<file path="config.mk">
export PLATFORM = sky130hd
export DESIGN_NAME = rgmii_byte_adapter
export DESIGN_NICKNAME = d
export VERILOG_FILES = /design/src/rtl/rgmii_pkg.sv /design/src/rtl/rgmii_byte_adapter_if.sv /design/src/rtl/rgmii_rx_assembler.sv /design/src/rtl/rgmii_byte_adapter.sv
export SDC_FILE = /design/constraint.sdc
export NUM_CORES = 1
export LEC_CHECK = 0
export BUFFER_PORTS_ARGS = -buffer_cell sky130_fd_sc_hd__buf_2
export CORE_ASPECT_RATIO = 0.6
export CORE_UTILIZATION = 50
export CTS_CLUSTER_SIZE = 24
export DETAILED_ROUTE_END_ITERATION = 8
export PLACE_DENSITY = 0.81
export SYNTH_ARGS = -nofsm -noshare
export SYNTH_HDL_FRONTEND = slang
export SYNTH_SLANG_ARGS = --single-unit
</file>
<file path="constraint.sdc">
create_clock -name i_clk -period 3.7 [get_ports i_clk]
set_clock_uncertainty 0.1 [all_clocks]
set_input_delay 0.185 -clock i_clk [delete_from_list [all_inputs] [get_ports i_clk]]
set_output_delay 0.185 -clock i_clk [all_outputs]
set_load 0.01 [all_outputs]
</file>
<file path="src/rtl/rgmii_pkg.sv">
// Shared types and constants for the RGMII byte adapter: FSM state encodings,
// in-band speed encoding and the default inter-frame gap.
package rgmii_pkg;

  typedef enum logic {
    RX_IDLE,
    RX_RECV
  } rx_state_t;

  typedef enum logic [1:0] {
    TX_IDLE,
    TX_SEND,
    TX_IFG
  } tx_state_t;

  localparam logic [1:0] SPEED_10M   = 2'b00;
  localparam logic [1:0] SPEED_100M  = 2'b01;
  localparam logic [1:0] SPEED_1000M = 2'b10;

  localparam int         IFG_BYTES_DEFAULT = 12;
  localparam logic [7:0] SFD_BYTE          = 8'hD5;

endpackage

</file>
<file path="src/rtl/rgmii_byte_adapter_if.sv">
// Received byte stream with frame markers; master is the producer (RX assembler),
// slave is the consumer.
interface rgmii_byte_adapter_if;
  logic [7:0] data;
  logic       valid;
  logic       sof;
  logic       err;
  logic       eof;
  logic       eof_err;

  modport master (output data, valid, sof, err, eof, eof_err);
  modport slave  (input  data, valid, sof, err, eof, eof_err);
endinterface

</file>
<file path="src/rtl/rgmii_rx_assembler.sv">
// RGMII receive path: turns DDR captures into bytes (byte or nibble mode) with
// sof/eof markers; STRIP_PRE suppresses preamble/SFD ahead of the first byte.
module rgmii_rx_assembler
  import rgmii_pkg::*;
#(
  parameter int STRIP_PRE = 0
) (
  input  logic                 clk,
  input  logic                 rst_n,
  input  logic                 speed_sel,
  input  logic [7:0]           ddr_rxd,
  input  logic [1:0]           ddr_rxctl,
  rgmii_byte_adapter_if.master rx
);
  localparam bit STRIP = (STRIP_PRE != 0);

  rx_state_t  state, state_next;
  logic       rx_dv, rx_er;
  logic       armed, speed_q, phase, lo_err, sfd_seen, delivered, err_any;
  logic [3:0] lo_nib;
  logic       frame_start, frame_end, active;
  logic       mode_byte, cur_phase, sfd_prev, deliv_prev, err_prev;
  logic       byte_rdy, byte_err, deliver, hit_sfd;
  logic [7:0] byte_val;

  assign rx_dv = ddr_rxctl[0];
  assign rx_er = ddr_rxctl[0] ^ ddr_rxctl[1];

  always_ff @(posedge clk or negedge rst_n) begin
    if (!rst_n) state <= RX_IDLE;
    else        state <= state_next;
  end

  // A reset in the middle of a frame leaves armed low, so the tail of that frame is ignored.
  always_comb begin
    state_next = state;
    case (state)
      RX_IDLE: if (rx_dv && armed) state_next = RX_RECV;
      RX_RECV: if (!rx_dv)         state_next = RX_IDLE;
      default:                     state_next = RX_IDLE;
    endcase
  end

  always_comb begin
    frame_start = (state == RX_IDLE) && rx_dv && armed;
    frame_end   = (state == RX_RECV) && !rx_dv;
    active      = frame_start || ((state == RX_RECV) && rx_dv);
  end

  // On the first cycle of a frame the per-frame history reads as cleared.
  always_comb begin
    mode_byte  = frame_start ? speed_sel : speed_q;
    cur_phase  = frame_start ? 1'b0 : phase;
    sfd_prev   = frame_start ? 1'b0 : sfd_seen;
    deliv_prev = frame_start ? 1'b0 : delivered;
    err_prev   = frame_start ? 1'b0 : err_any;
    byte_val   = mode_byte ? ddr_rxd : {ddr_rxd[3:0], lo_nib};
    byte_err   = rx_er | (~mode_byte & lo_err);
    byte_rdy   = active & (mode_byte | cur_phase);
    hit_sfd    = byte_rdy & STRIP & ~sfd_prev & (byte_val == SFD_BYTE);
    deliver    = byte_rdy & (~STRIP | sfd_prev);
  end

  always_ff @(posedge clk or negedge rst_n) begin
    if (!rst_n) begin
      armed     <= 1'b0;
      speed_q   <= 1'b0;
      phase     <= 1'b0;
      lo_nib    <= 4'h0;
      lo_err    <= 1'b0;
      sfd_seen  <= 1'b0;
      delivered <= 1'b0;
      err_any   <= 1'b0;
    end else begin
      if (!rx_dv)      armed   <= 1'b1;
      if (frame_start) speed_q <= speed_sel;
      if (active) begin
        phase     <= mode_byte ? 1'b0 : ~cur_phase;
        sfd_seen  <= sfd_prev | hit_sfd;
        delivered <= deliv_prev | deliver;
        err_any   <= err_prev | (deliver & byte_err);
        if (!mode_byte && !cur_phase) begin
          lo_nib <= ddr_rxd[3:0];
          lo_err <= rx_er;
        end
      end
    end
  end

  // A dangling low nibble (phase still 1 at frame end) marks the frame bad.
  always_ff @(posedge clk or negedge rst_n) begin
    if (!rst_n) begin
      rx.data    <= 8'h00;
      rx.valid   <= 1'b0;
      rx.sof     <= 1'b0;
      rx.err     <= 1'b0;
      rx.eof     <= 1'b0;
      rx.eof_err <= 1'b0;
    end else begin
      rx.valid   <= deliver;
      rx.sof     <= deliver & ~deliv_prev;
      rx.err     <= deliver & byte_err;
      if (deliver) rx.data <= byte_val;
      rx.eof     <= frame_end & delivered;
      rx.eof_err <= frame_end & delivered &
                    (err_any | (~speed_q & phase) | (STRIP & ~sfd_seen));
    end
  end

endmodule

</file>
<file path="src/rtl/rgmii_byte_adapter.sv">
// RGMII MAC-side byte adapter: RX assembler instance plus TX serializer with IFG.
// Define RGMII_INBAND_STATUS_EN to decode in-band link status from idle RX cycles.
module rgmii_byte_adapter
  import rgmii_pkg::*;
#(
  parameter int IFG_BYTES    = IFG_BYTES_DEFAULT,
  parameter int RX_STRIP_PRE = 0
) (
  input  logic       i_clk,
  input  logic       i_rst_n,
  input  logic       i_speed1000,
  input  logic [7:0] i_ddr_rxd,
  input  logic [1:0] i_ddr_rxctl,
  output logic [7:0] o_rx_data,
  output logic       o_rx_valid,
  output logic       o_rx_sof,
  output logic       o_rx_err,
  output logic       o_rx_eof,
  output logic       o_rx_eof_err,
  input  logic [7:0] i_tx_data,
  input  logic       i_tx_valid,
  output logic       o_tx_ready,
  output logic [7:0] o_ddr_txd,
  output logic [1:0] o_ddr_txctl,
  output logic       o_link_up,
  output logic [1:0] o_link_speed,
  output logic       o_link_fdx
);
  localparam logic [8:0] IFG_LOAD_BYTE = 9'(IFG_BYTES - 1);
  localparam logic [8:0] IFG_LOAD_NIB  = 9'(2 * IFG_BYTES - 1);

  rgmii_byte_adapter_if rx_bus ();

  rgmii_rx_assembler #(
    .STRIP_PRE (RX_STRIP_PRE)
  ) u_rx (
    .clk       (i_clk),
    .rst_n     (i_rst_n),
    .speed_sel (i_speed1000),
    .ddr_rxd   (i_ddr_rxd),
    .ddr_rxctl (i_ddr_rxctl),
    .rx        (rx_bus.master)
  );

  assign o_rx_data    = rx_bus.data;
  assign o_rx_valid   = rx_bus.valid;
  assign o_rx_sof     = rx_bus.sof;
  assign o_rx_err     = rx_bus.err;
  assign o_rx_eof     = rx_bus.eof;
  assign o_rx_eof_err = rx_bus.eof_err;

  tx_state_t  tx_state, tx_state_next;
  logic       tx_speed, tx_phase, tx_mode;
  logic [3:0] hi_nib;
  logic [8:0] ifg_cnt;
  logic       accept_slot, take, end_frame, hi_slot;

  always_ff @(posedge i_clk or negedge i_rst_n) begin
    if (!i_rst_n) tx_state <= TX_IDLE;
    else          tx_state <= tx_state_next;
  end

  always_comb begin
    tx_state_next = tx_state;
    case (tx_state)
      TX_IDLE: if (i_tx_valid)                tx_state_next = TX_SEND;
      TX_SEND: if (accept_slot && !i_tx_valid) tx_state_next = TX_IFG;
      TX_IFG:  if (ifg_cnt == 9'd0)            tx_state_next = TX_IDLE;
      default:                                 tx_state_next = TX_IDLE;
    endcase
  end

  // In nibble mode only phase 0 may take a byte; phase 1 replays the held high nibble.
  always_comb begin
    accept_slot = 1'b0;
    case (tx_state)
      TX_IDLE: accept_slot = 1'b1;
      TX_SEND: accept_slot = tx_speed | ~tx_phase;
      default: accept_slot = 1'b0;
    endcase
    tx_mode   = (tx_state == TX_IDLE) ? i_speed1000 : tx_speed;
    take      = accept_slot & i_tx_valid;
    end_frame = (tx_state == TX_SEND) & accept_slot & ~i_tx_valid;
    hi_slot   = (tx_state == TX_SEND) & ~accept_slot;
  end

  assign o_tx_ready = i_rst_n & accept_slot;

  always_ff @(posedge i_clk or negedge i_rst_n) begin
    if (!i_rst_n) begin
      tx_speed    <= 1'b0;
      tx_phase    <= 1'b0;
      hi_nib      <= 4'h0;
      ifg_cnt     <= 9'd0;
      o_ddr_txd   <= 8'h00;
      o_ddr_txctl <= 2'b00;
    end else begin
      if (tx_state == TX_IDLE && i_tx_valid) tx_speed <= i_speed1000;
      if (take) begin
        o_ddr_txctl <= 2'b11;
        if (tx_mode) begin
          o_ddr_txd <= i_tx_data;
          tx_phase  <= 1'b0;
        end else begin
          o_ddr_txd <= {2{i_tx_data[3:0]}};
          hi_nib    <= i_tx_data[7:4];
          tx_phase  <= 1'b1;
        end
      end else if (hi_slot) begin
        o_ddr_txd   <= {2{hi_nib}};
        o_ddr_txctl <= 2'b11;
        tx_phase    <= 1'b0;
      end else begin
        o_ddr_txd   <= 8'h00;
        o_ddr_txctl <= 2'b00;
      end
      if (end_frame)
        ifg_cnt <= tx_speed ? IFG_LOAD_BYTE : IFG_LOAD_NIB;
      else if (tx_state == TX_IFG && ifg_cnt != 9'd0)
        ifg_cnt <= ifg_cnt - 9'd1;
    end
  end

`ifdef RGMII_INBAND_STATUS_EN
  logic rx_dv, rx_er;
  assign rx_dv = i_ddr_rxctl[0];
  assign rx_er = i_ddr_rxctl[0] ^ i_ddr_rxctl[1];

  always_ff @(posedge i_clk or negedge i_rst_n) begin
    if (!i_rst_n) begin
      o_link_up    <= 1'b0;
      o_link_speed <= 2'b00;
      o_link_fdx   <= 1'b0;
    end else if (!rx_dv && !rx_er) begin
      o_link_up    <= i_ddr_rxd[0];
      o_link_speed <= i_ddr_rxd[2:1];
      o_link_fdx   <= i_ddr_rxd[3];
    end
  end
`else
  assign o_link_up    = 1'b0;
  assign o_link_speed = 2'b00;
  assign o_link_fdx   = 1'b0;
`endif

endmodule

</file>
=== Yosys cells after proc, flatten, opt, wreduce, memory -nomap -nowiden ===
Index checks and enable logic that the tools add are counted.

* $add $sub $neg: 1
* Equal/unequal tests: 5
* Mux-type cells: 26
* Bitwise logic cells: 28
* Reduce and logical (&&, ||, !) cells: 22

{| class="wikitable"
|+ Operators with widths
! kind !! number
|-
| 8-bit two-way mux || 4
|-
| 9-bit two-way mux || 2
|-
| 1-bit bitwise AND || 12
|-
| 1-bit two-way mux || 11
|-
| 2-bit two-way mux || 5
|-
| 1-bit logical AND || 9
|-
| 9-bit logical NOT || 1
|-
| 1-bit NOT || 9
|-
| 9-bit nonzero test || 1
|-
| 9-bit by 1-bit subtractor with 9-bit output, second input constant || 1
|-
| 2-bit != test, second input constant || 3
|-
| 1-bit OR || 6
|-
| 2-bit case mux with 3 select lines || 1
|-
| 5-bit two-way mux || 1
|-
| 1-bit logical NOT || 4
|-
| 1-bit case mux with 2 select lines || 2
|-
| 2-bit AND reduction || 2
|-
| 2-bit nonzero test || 2
|-
| 3-bit AND reduction || 1
|-
| 2-bit by 1-bit == test with 1-bit output, second input constant || 1
|-
| 2-bit == test, second input constant || 1
|-
| 2-bit logical NOT || 1
|-
| 1-bit logical OR || 1
|-
| 1-bit XOR || 1
|}

* Bits in registers: 51
* Input bits: 22
* Output and inout bits: 28
* Word-level logic and storage cells: 103

=== Longest topological paths before layout ===
Gate-level depths: netlist of the first run.

* Depth in word-level cells: 9
* Depth in mapped cells: 7
* Depth with buffers taken out: 6

=== Cells and area by module ===
A second synthesis of the first run with hierarchy kept.

* Cell total of the unflattened synthesis: 208
* Area, all modules: 2,474.9 µm²

{| class="wikitable"
|+ By module, submodules not included
! module !! instances !! cells an instance !! area an instance (µm²) !! seq. area each (µm²)
|-
| rgmii_byte_adapter || 1 || 118 || 1,263.7 || 650.6
|-
| rgmii_rx_assembler || 1 || 90 || 1,211.2 || 600.6
|}

=== Worst setup path after synthesis of the first run ===
No wires, ideal clock.

* Path kind: reg2reg
* Start point: register ifg_cnt[0]
* End point: register ifg_cnt[4]
* Setup time: 126 ps
* Arrival: 1,605 ps
* Data required time: 3,474 ps
* Slack: 1,869 ps
* Stages on the path, launching flop included: 7
* Buffers on the path: 0
* Clock period less this slack: 1,831 ps
* Cells stage by stage: dfrtp_1 > inv_1 > ha_1 > nor4b_1 > a21oi_1 > mux2i_1 > a221o_1

* Word-level cells in the longest chain between the ends: 3
* Elaborated cells between the ends (all ways): 6
* Those cells by class: add/sub: 1; mux: 2; reduce/logical: 3

{| class="wikitable"
|+ RTL lines
! what !! line !! RTL
|-
| start, declared || rgmii_byte_adapter.sv:55 || <nowiki>logic [8:0] ifg_cnt;</nowiki>
|-
| start signal, assigned || rgmii_byte_adapter.sv:118 || <nowiki>ifg_cnt <= tx_speed ? IFG_LOAD_BYTE : IFG_LOAD_NIB;</nowiki>
|-
| start signal, assigned || rgmii_byte_adapter.sv:120 || <nowiki>ifg_cnt <= ifg_cnt - 9'd1;</nowiki>
|-
| 9-bit by 1-bit subtractor with 9-bit output or 9-bit nonzero test (tied branches) || rgmii_byte_adapter.sv:120, rgmii_byte_adapter.sv:119 ||
|-
| 9-bit two-way mux or 1-bit logical AND (tied branches) || rgmii_byte_adapter.sv:119 || <nowiki>else if (tx_state == TX_IFG && ifg_cnt != 9'd0)</nowiki>
|-
| 9-bit two-way mux or 2-bit nonzero test (tied branches) || - ||
|}

Parallel ways exist; a longest one is shown, timed or not. The select of a mux whose other input is x is not followed.
A chain may end at the register's enable or synchronous reset.

=== Final worst setup path of the first run ===
* Start point: register u_rx.speed_q
* End point: register u_rx.phase

* Word-level cells in the longest chain between the ends: 2

{| class="wikitable"
|+ RTL lines
! what !! line !! RTL
|-
| start, declared || rgmii_rx_assembler.sv:19 || <nowiki>logic armed, speed_q, phase, lo_err, sfd_seen, delivered, err_any;</nowiki>
|-
| start signal, assigned || rgmii_rx_assembler.sv:76 || <nowiki>if (frame_start) speed_q <= speed_sel;</nowiki>
|-
| 1-bit two-way mux || - ||
|-
| 1-bit two-way mux || rgmii_rx_assembler.sv:78 || <nowiki>phase <= mode_byte ? 1'b0 : ~cur_phase;</nowiki>
|-
| end signal, assigned || rgmii_rx_assembler.sv:78 ||
|-
| end, declared || rgmii_rx_assembler.sv:19 ||
|}

No other way between the ends.

==> impl_metrics.ini, run 1 <==
[global_route]
antenna_found_initial = 0
grt_pass1_wl_um = 6760
grt_pass1_vias = 1424
grt_overflow_total = 0
grtUsageTotal = 0.197
grt_max_degree = 52

[timing]
fmax_mhz = 456
relSlewSlack = 0.130
final.setup.worst_slack_ns = 1.51
timing.final.crit_share = 0.593
setup_viol = 0
tns_ns = 0
slew_violations = 0
worstMarginPinSlew_ns = 1.30
fin_crit_ns = 2.19
rsz0062_at_grt = no
finalHoldViolCount = 0
timing.hold.ws_ns = 0.00399

[routing]
drtIter0Drc = 49
drt-wirelength-per-cell_um = 13.6
viasPerCell = 5.13
first_pass_iters = 4
routed_wl_um = 4150
ant_nets = 0
drc = 0
vias = 1571

[logic_synthesis]
synthTopCellsByArea = dfrtp_1, mux2i_1, nand2_1
syn_inst = 196
ys.flop_type = dfrtp_1
syn_avg_cell_area_um2 = 11.2
yosys.area.top_type = dfrtp_1
yosys_register_bits = 50
synth_most_common_cell = dfrtp_1
synth_warnings = 0
yosysUniqueCellTypes = 38
yosysSeqAreaShare = 0.569
synth.top_cell.area_share = 0.569
syn-cell-area_um2 = 2200
synth_common_cells = dfrtp_1, nand2_1, mux2i_1
synth_edf_count = 0
synthArstFlopShare = 1.00

[worst_setup_path]
end_kind = flip-flop
slowest_stage = o21ai_1
required_ns = 3.82
cp.arrival_ns = 2.32
path_class = flip-flop to flip-flop
path_cells = o21a_1 > o21ai_1 > inv_1 > nor2_1
cp-start-kind = flip-flop
cp_slowest_stage_delay_ns = 1.00
cp_max_fo = 21

[place]
hpwl_um = 3090
placed_cells = 296
preCtsSetupSlack_ns = 1.54
io_buffers = 45
gp_congestion = 0.728

[finish]
fillers = 363
n_antenna_cell = 0
area_growth_pct = 16.8
final_util = 0.617
finalNetCount = 268
drive_above_1_share = 0.285
layout.cells.non_filler = 306

[clock_network]
cts_buffers = 5
cts_sinks = 50
cts_tree = yes
path_clk_slew_ns = 0.09
cts_max_level = 2
clk_latency_ns = 0.29
cts_resized = 0
ctsRootBufferMaster = clkbuf_8
cts_buffer_depth = 2

[power_and_ir_drop]
worst_ir_drop_vdd_uv = 326
powerDensity_nw_per_um2 = 650
p_leak_nw = 1.30

[floorplan]
ios = 50
core-area_um2 = 4170
die_w_um = 87.6
initial_utilization = 0.528
die_y_um = 53.4
dieArea_um2 = 4680
row_count = 18

[run_status]
status = finished, final reports clean

[run]
maxCapViolations = 0

[hold_path]
min_path_type = input port to flip-flop
[layout by cell type, fill, tap and decap left out, types with 7 or more instances in the layout]
cell type,count
buf_2,45
dfrtp_1,50
mux2_2,9
mux2i_1,15
nand2_1,28
nand2b_1,7
nor2_1,8
o21ai_0,10
o21ai_1,9
[critical path: cells and delay by family (launching register included)]
family                 cells  cell delay [ns]
AOI/OAI and AO/OA          2             1.22
buffers and inverters      1             0.19
DFF                        1             0.46
and+or+nand+nor            1             0.17
[layer usage]
metal / vias up / wire length (um) / track usage
met1: 758 / 2140 / 0.293
met4: 0 / 31 / 0.0410
met2: 31 / 1810 / 0.288
li1: 777 / - / -
met3: 5 / 167 / 0.0515
met5: - / 0 / 0
[power by group]
part | leakage [nW] | switching [mW] | total (mW) | internal, mW
Clock | 0.0482 | 0.169 | 0.320 | 0.151
Combinational | 0.632 | 0.282 | 0.529 | 0.247
Sequential | 0.618 | 0.112 | 0.822 | 0.710
Total | 1.30 | 0.564 | 1.67 | 1.11
[final timing paths]
path	slack, ns	depth (start not counted)	endpoint	start
setup / recovery	1.51	4	u_rx.phase$_DFFE_PN0P_	u_rx.speed_q$_DFF_PN0_
min in group asynchronous	0.43	3	ifg_cnt[5]$_DFFE_PN0P_	i_rst_n
hold / removal	0.004	3	o_ddr_txd[0]$_DFF_PN0_	i_tx_data[0]
setup reg to reg	1.51	4	u_rx.phase$_DFFE_PN0P_	u_rx.speed_q$_DFF_PN0_
max in group asynchronous	2.65	3	u_rx.rx.data[3]$_DFFE_PN0P_	i_rst_n
hold reg to reg	0.38	1	u_rx.rx.sof$_DFF_PN0_	u_rx.delivered$_DFFE_PN0P_
[area by class of cell]
type | count | area (um^2) | share of cell area
Multi-Input combinational cell | 134 | 877 | 0.341
Clock buffer | 7 | 86.3 | 0.0336
Inverter | 6 | 22.5 | 0.00876
Tap cell | 60 | 75.1 | 0.0292
Sequential cell | 50 | 1250 | 0.487
Timing Repair Buffer | 48 | 253 | 0.0983
Clock inverter | 1 | 5.00 | 0.00195
[registers in the layout (all words and copies together) (netlist names)]
| name | count |
|---|---|
| ifg_cnt | 9 |
| o_ddr_txd | 8 |
| u_rx.rx.data | 8 |
| hi_nib | 4 |
| u_rx.lo_nib | 4 |
| tx_state | 2 |
| o_ddr_txctl | 1 |
| tx_phase | 1 |
| tx_speed | 1 |
| u_rx.armed | 1 |
| u_rx.delivered | 1 |
| u_rx.err_any | 1 |
| u_rx.lo_err | 1 |
| u_rx.phase | 1 |
| u_rx.rx.eof | 1 |
| u_rx.rx.eof_err | 1 |
| u_rx.rx.err | 1 |
| u_rx.rx.sof | 1 |
| u_rx.rx.valid | 1 |
| u_rx.speed_q | 1 |
| u_rx.state | 1 |
[through the flow]
| stage | cell area [um^2] | power, mW |
|---|---|---|
| 6_report | 2570 | 1.67 |
| 4_1_cts | 2570 | 1.68 |
| 2_1_floorplan | 2210 | 1.19 |
| 3_3_place_gp | 2460 | 1.34 |
| 5_1_grt | 2570 | 1.79 |
| 3_5_place_dp | 2460 | 1.36 |
[cell families (layout without fill, tap and decap cells)]
logic type      count (synthesis)  after routing  share of synthesized area
compound gates                 37             37                      0.101
mux                            26             26                      0.131
buf+inv                        15             62                     0.0375
simple gates                   65             65                      0.150
other cells                     1              4                    0.00170
flops                          50             50                      0.569
xor+xnor                        1              1                    0.00398
fa+ha+maj                       1              1                    0.00569
[repair_timing]
action / in CTS / in global routing
setup buffers: 0 / 0
setup endpoints to repair: 0 / 0
hold buffers: 2 / 0
hold endpoints to repair: 51 / 0
No activity file was read; power rests on OpenSTA's default activity.
==> run 2: changes to the inputs <==
Clock period 3.7 ns to 2.3 ns, I/O delays scaled along.
==> impl_metrics.ini, run 2 (synthesis gave the netlist of run 1 again) <==
[floorplan]
initial_utilization = 0.528
dieArea_um2 = 4680
ios = 50
core-area_um2 = 4170
die_y_um = 53.4
die_w_um = 87.6
row_count = 18

[worst_setup_path]
cp_max_fo = 5
crit_start = ifg_cnt[0]$_DFFE_PN0P_
r2r_setup_slack_ns = 0.24
endpoint = ifg_cnt[4]$_DFFE_PN0P_
r2r-end = ifg_cnt[4]$_DFFE_PN0P_
slowest_stage = nor4b_1
r2r_cells = 6
crit_cells = 6
required_ns = 2.39
rr_startpoint = ifg_cnt[0]$_DFFE_PN0P_
path_class = flip-flop to flip-flop
end_kind = flip-flop
critPathBufInv = 1
cp_slowest_stage_delay_ns = 0.47
path_cells = inv_1 > ha_1 > nor4b_1 > a21oi_1 > mux2i_1 > a221o_1
cp.arrival_ns = 2.15
path_delay_family = compound AO/OA/AOI/OAI gates
cp-start-kind = flip-flop

[finish]
layout_common_cells = dfrtp_1, buf_2, nand2_1, dlygate4sd3_1, mux2i_1
n_antenna_cell = 0
regMostFlops = ifg_cnt
area_growth_pct = 26.1
layout.cells.non_filler = 325
largest_reg_flops = 9
layout_commonest_cell = dfrtp_1
largestRegisters = ifg_cnt: 9 flops, o_ddr_txd: 8 flops, u_rx.rx.data: 8 flops
finalNetCount = 287
drive_above_1_share = 0.275

[place]
gp_congestion = 0.783
placed_cells = 298
io_buffers = 45
hpwl_um = 3010

[run]
maxCapViolations = 0

[power_and_ir_drop]
p_leak_nw = 1.39
totalPowerFinal_mw = 2.80
powerDensity_nw_per_um2 = 1010
worst_ir_drop_vdd_uv = 610

[global_route]
antenna_found_initial = 0
grt_pass1_vias = 1541
grt_pass1_wl_um = 7180
grtUsageTotal = 0.214
grt_overflow_total = 0
grt_max_degree = 51

[timing]
finalHoldViolCount = 0
setup_viol = 0
worstMarginPinSlew_ns = 0.706
tns_ns = 0
relSlewSlack = 0.525
timing.final.crit_share = 0.896
fin_crit_ns = 2.06
slew_violations = 0
rsz0062_at_grt = no
fmax_mhz = 485

[clock_network]
cts_buffer_depth = 2
clk_latency_ns = 0.30
cts_resized = 0
cts_sinks = 50
path_clk_slew_ns = 0.09
cts_max_level = 2
cts_buffers = 5
ctsRootBufferMaster = clkbuf_8
cts_tree = yes

[routing]
routed_wl_um = 4540
drtIter0Drc = 92
first_pass_iters = 4
drt-wirelength-per-cell_um = 14.0
ant_nets = 0
drc = 0
vias = 1636
viasPerCell = 5.03

[hold_path]
min_path_type = input port to flip-flop

[run_status]
status = finished, final reports clean
-- run 2: cell count changes in the layout (fill, tap and decap cells not counted) --
cell,before,now
clkbuf_1,1,0
clkbuf_8,6,8
dlygate4sd3_1,2,19
clkinv_2,1,0
buf_4,1,3
-- run 2: worst register-to-register path, delay by kind of cell (launching register included) --
| kind | cells | cell delay [ns] |
|---|---|---|
| fa+ha+maj | 1 | 0.18 |
| flops | 1 | 0.41 |
| compound gates | 2 | 0.58 |
| simple gates | 1 | 0.47 |
| buf+inv | 1 | 0.06 |
| mux | 1 | 0.17 |
-- run 2: what timing repair did --
item                                   in CTS  in global routing
endpoints found under the hold margin      68                  0
buffers inserted                            0                  0
hold buffers                               19                  0
-- run 2: metal layers --
metal,global-route usage,wire length [um],up-vias
met1,0.301,2230,783
met2,0.319,2090,36
met5,0,0,-
li1,-,-,810
met4,0.0847,61,0
met3,0.0499,151,7
-- run 2: worst min path at each step --
stage	endpoint	start	cells after the start	slack [ns]
2_1_floorplan	hi_nib[0]$_DFFE_PN0P_	i_rst_n	0	-0.28
3_3_place_gp	ifg_cnt[5]$_DFFE_PN0P_	i_rst_n	2	0.20
3_5_place_dp	ifg_cnt[6]$_DFFE_PN0P_	i_rst_n	2	0.20
4_1_cts	tx_speed$_DFFE_PN0P_	i_speed1000	2	0.04
5_1_grt	tx_speed$_DFFE_PN0P_	i_speed1000	2	0.07
6_report	tx_speed$_DFFE_PN0P_	i_speed1000	2	0.07
-- run 2: cell type report --
| type | count | area, um^2 |
|---|---|---|
| fillers | 331 | 1390 |
| flip-flops and latches | 50 | 1250 |
| multi-input cells | 134 | 877 |
| repair buffers | 67 | 438 |
| clock buffers | 8 | 110 |
| well taps | 60 | 75.1 |
| inverters | 6 | 22.5 |
-- run 2: power breakdown --
part | switching, mW | leakage, nW | total, mW | internal, mW
clock network | 0.275 | 0.0575 | 0.579 | 0.304
logic | 0.466 | 0.712 | 0.896 | 0.430
registers | 0.180 | 0.618 | 1.32 | 1.14
-- run 2: through the flow --
stage	hold slack, ns	area (um^2)	worst slack, ns	util
6_report	0.0701	2770	0.239	0.666
5_1_grt	0.0668	2770	0.0733	0.666
4_1_cts	0.0446	2770	0.266	0.666
3_5_place_dp	0.203	2470	0.290	0.594
3_3_place_gp	0.205	2470	0.384	0.594
2_1_floorplan	-0.281	2210	0.469	-
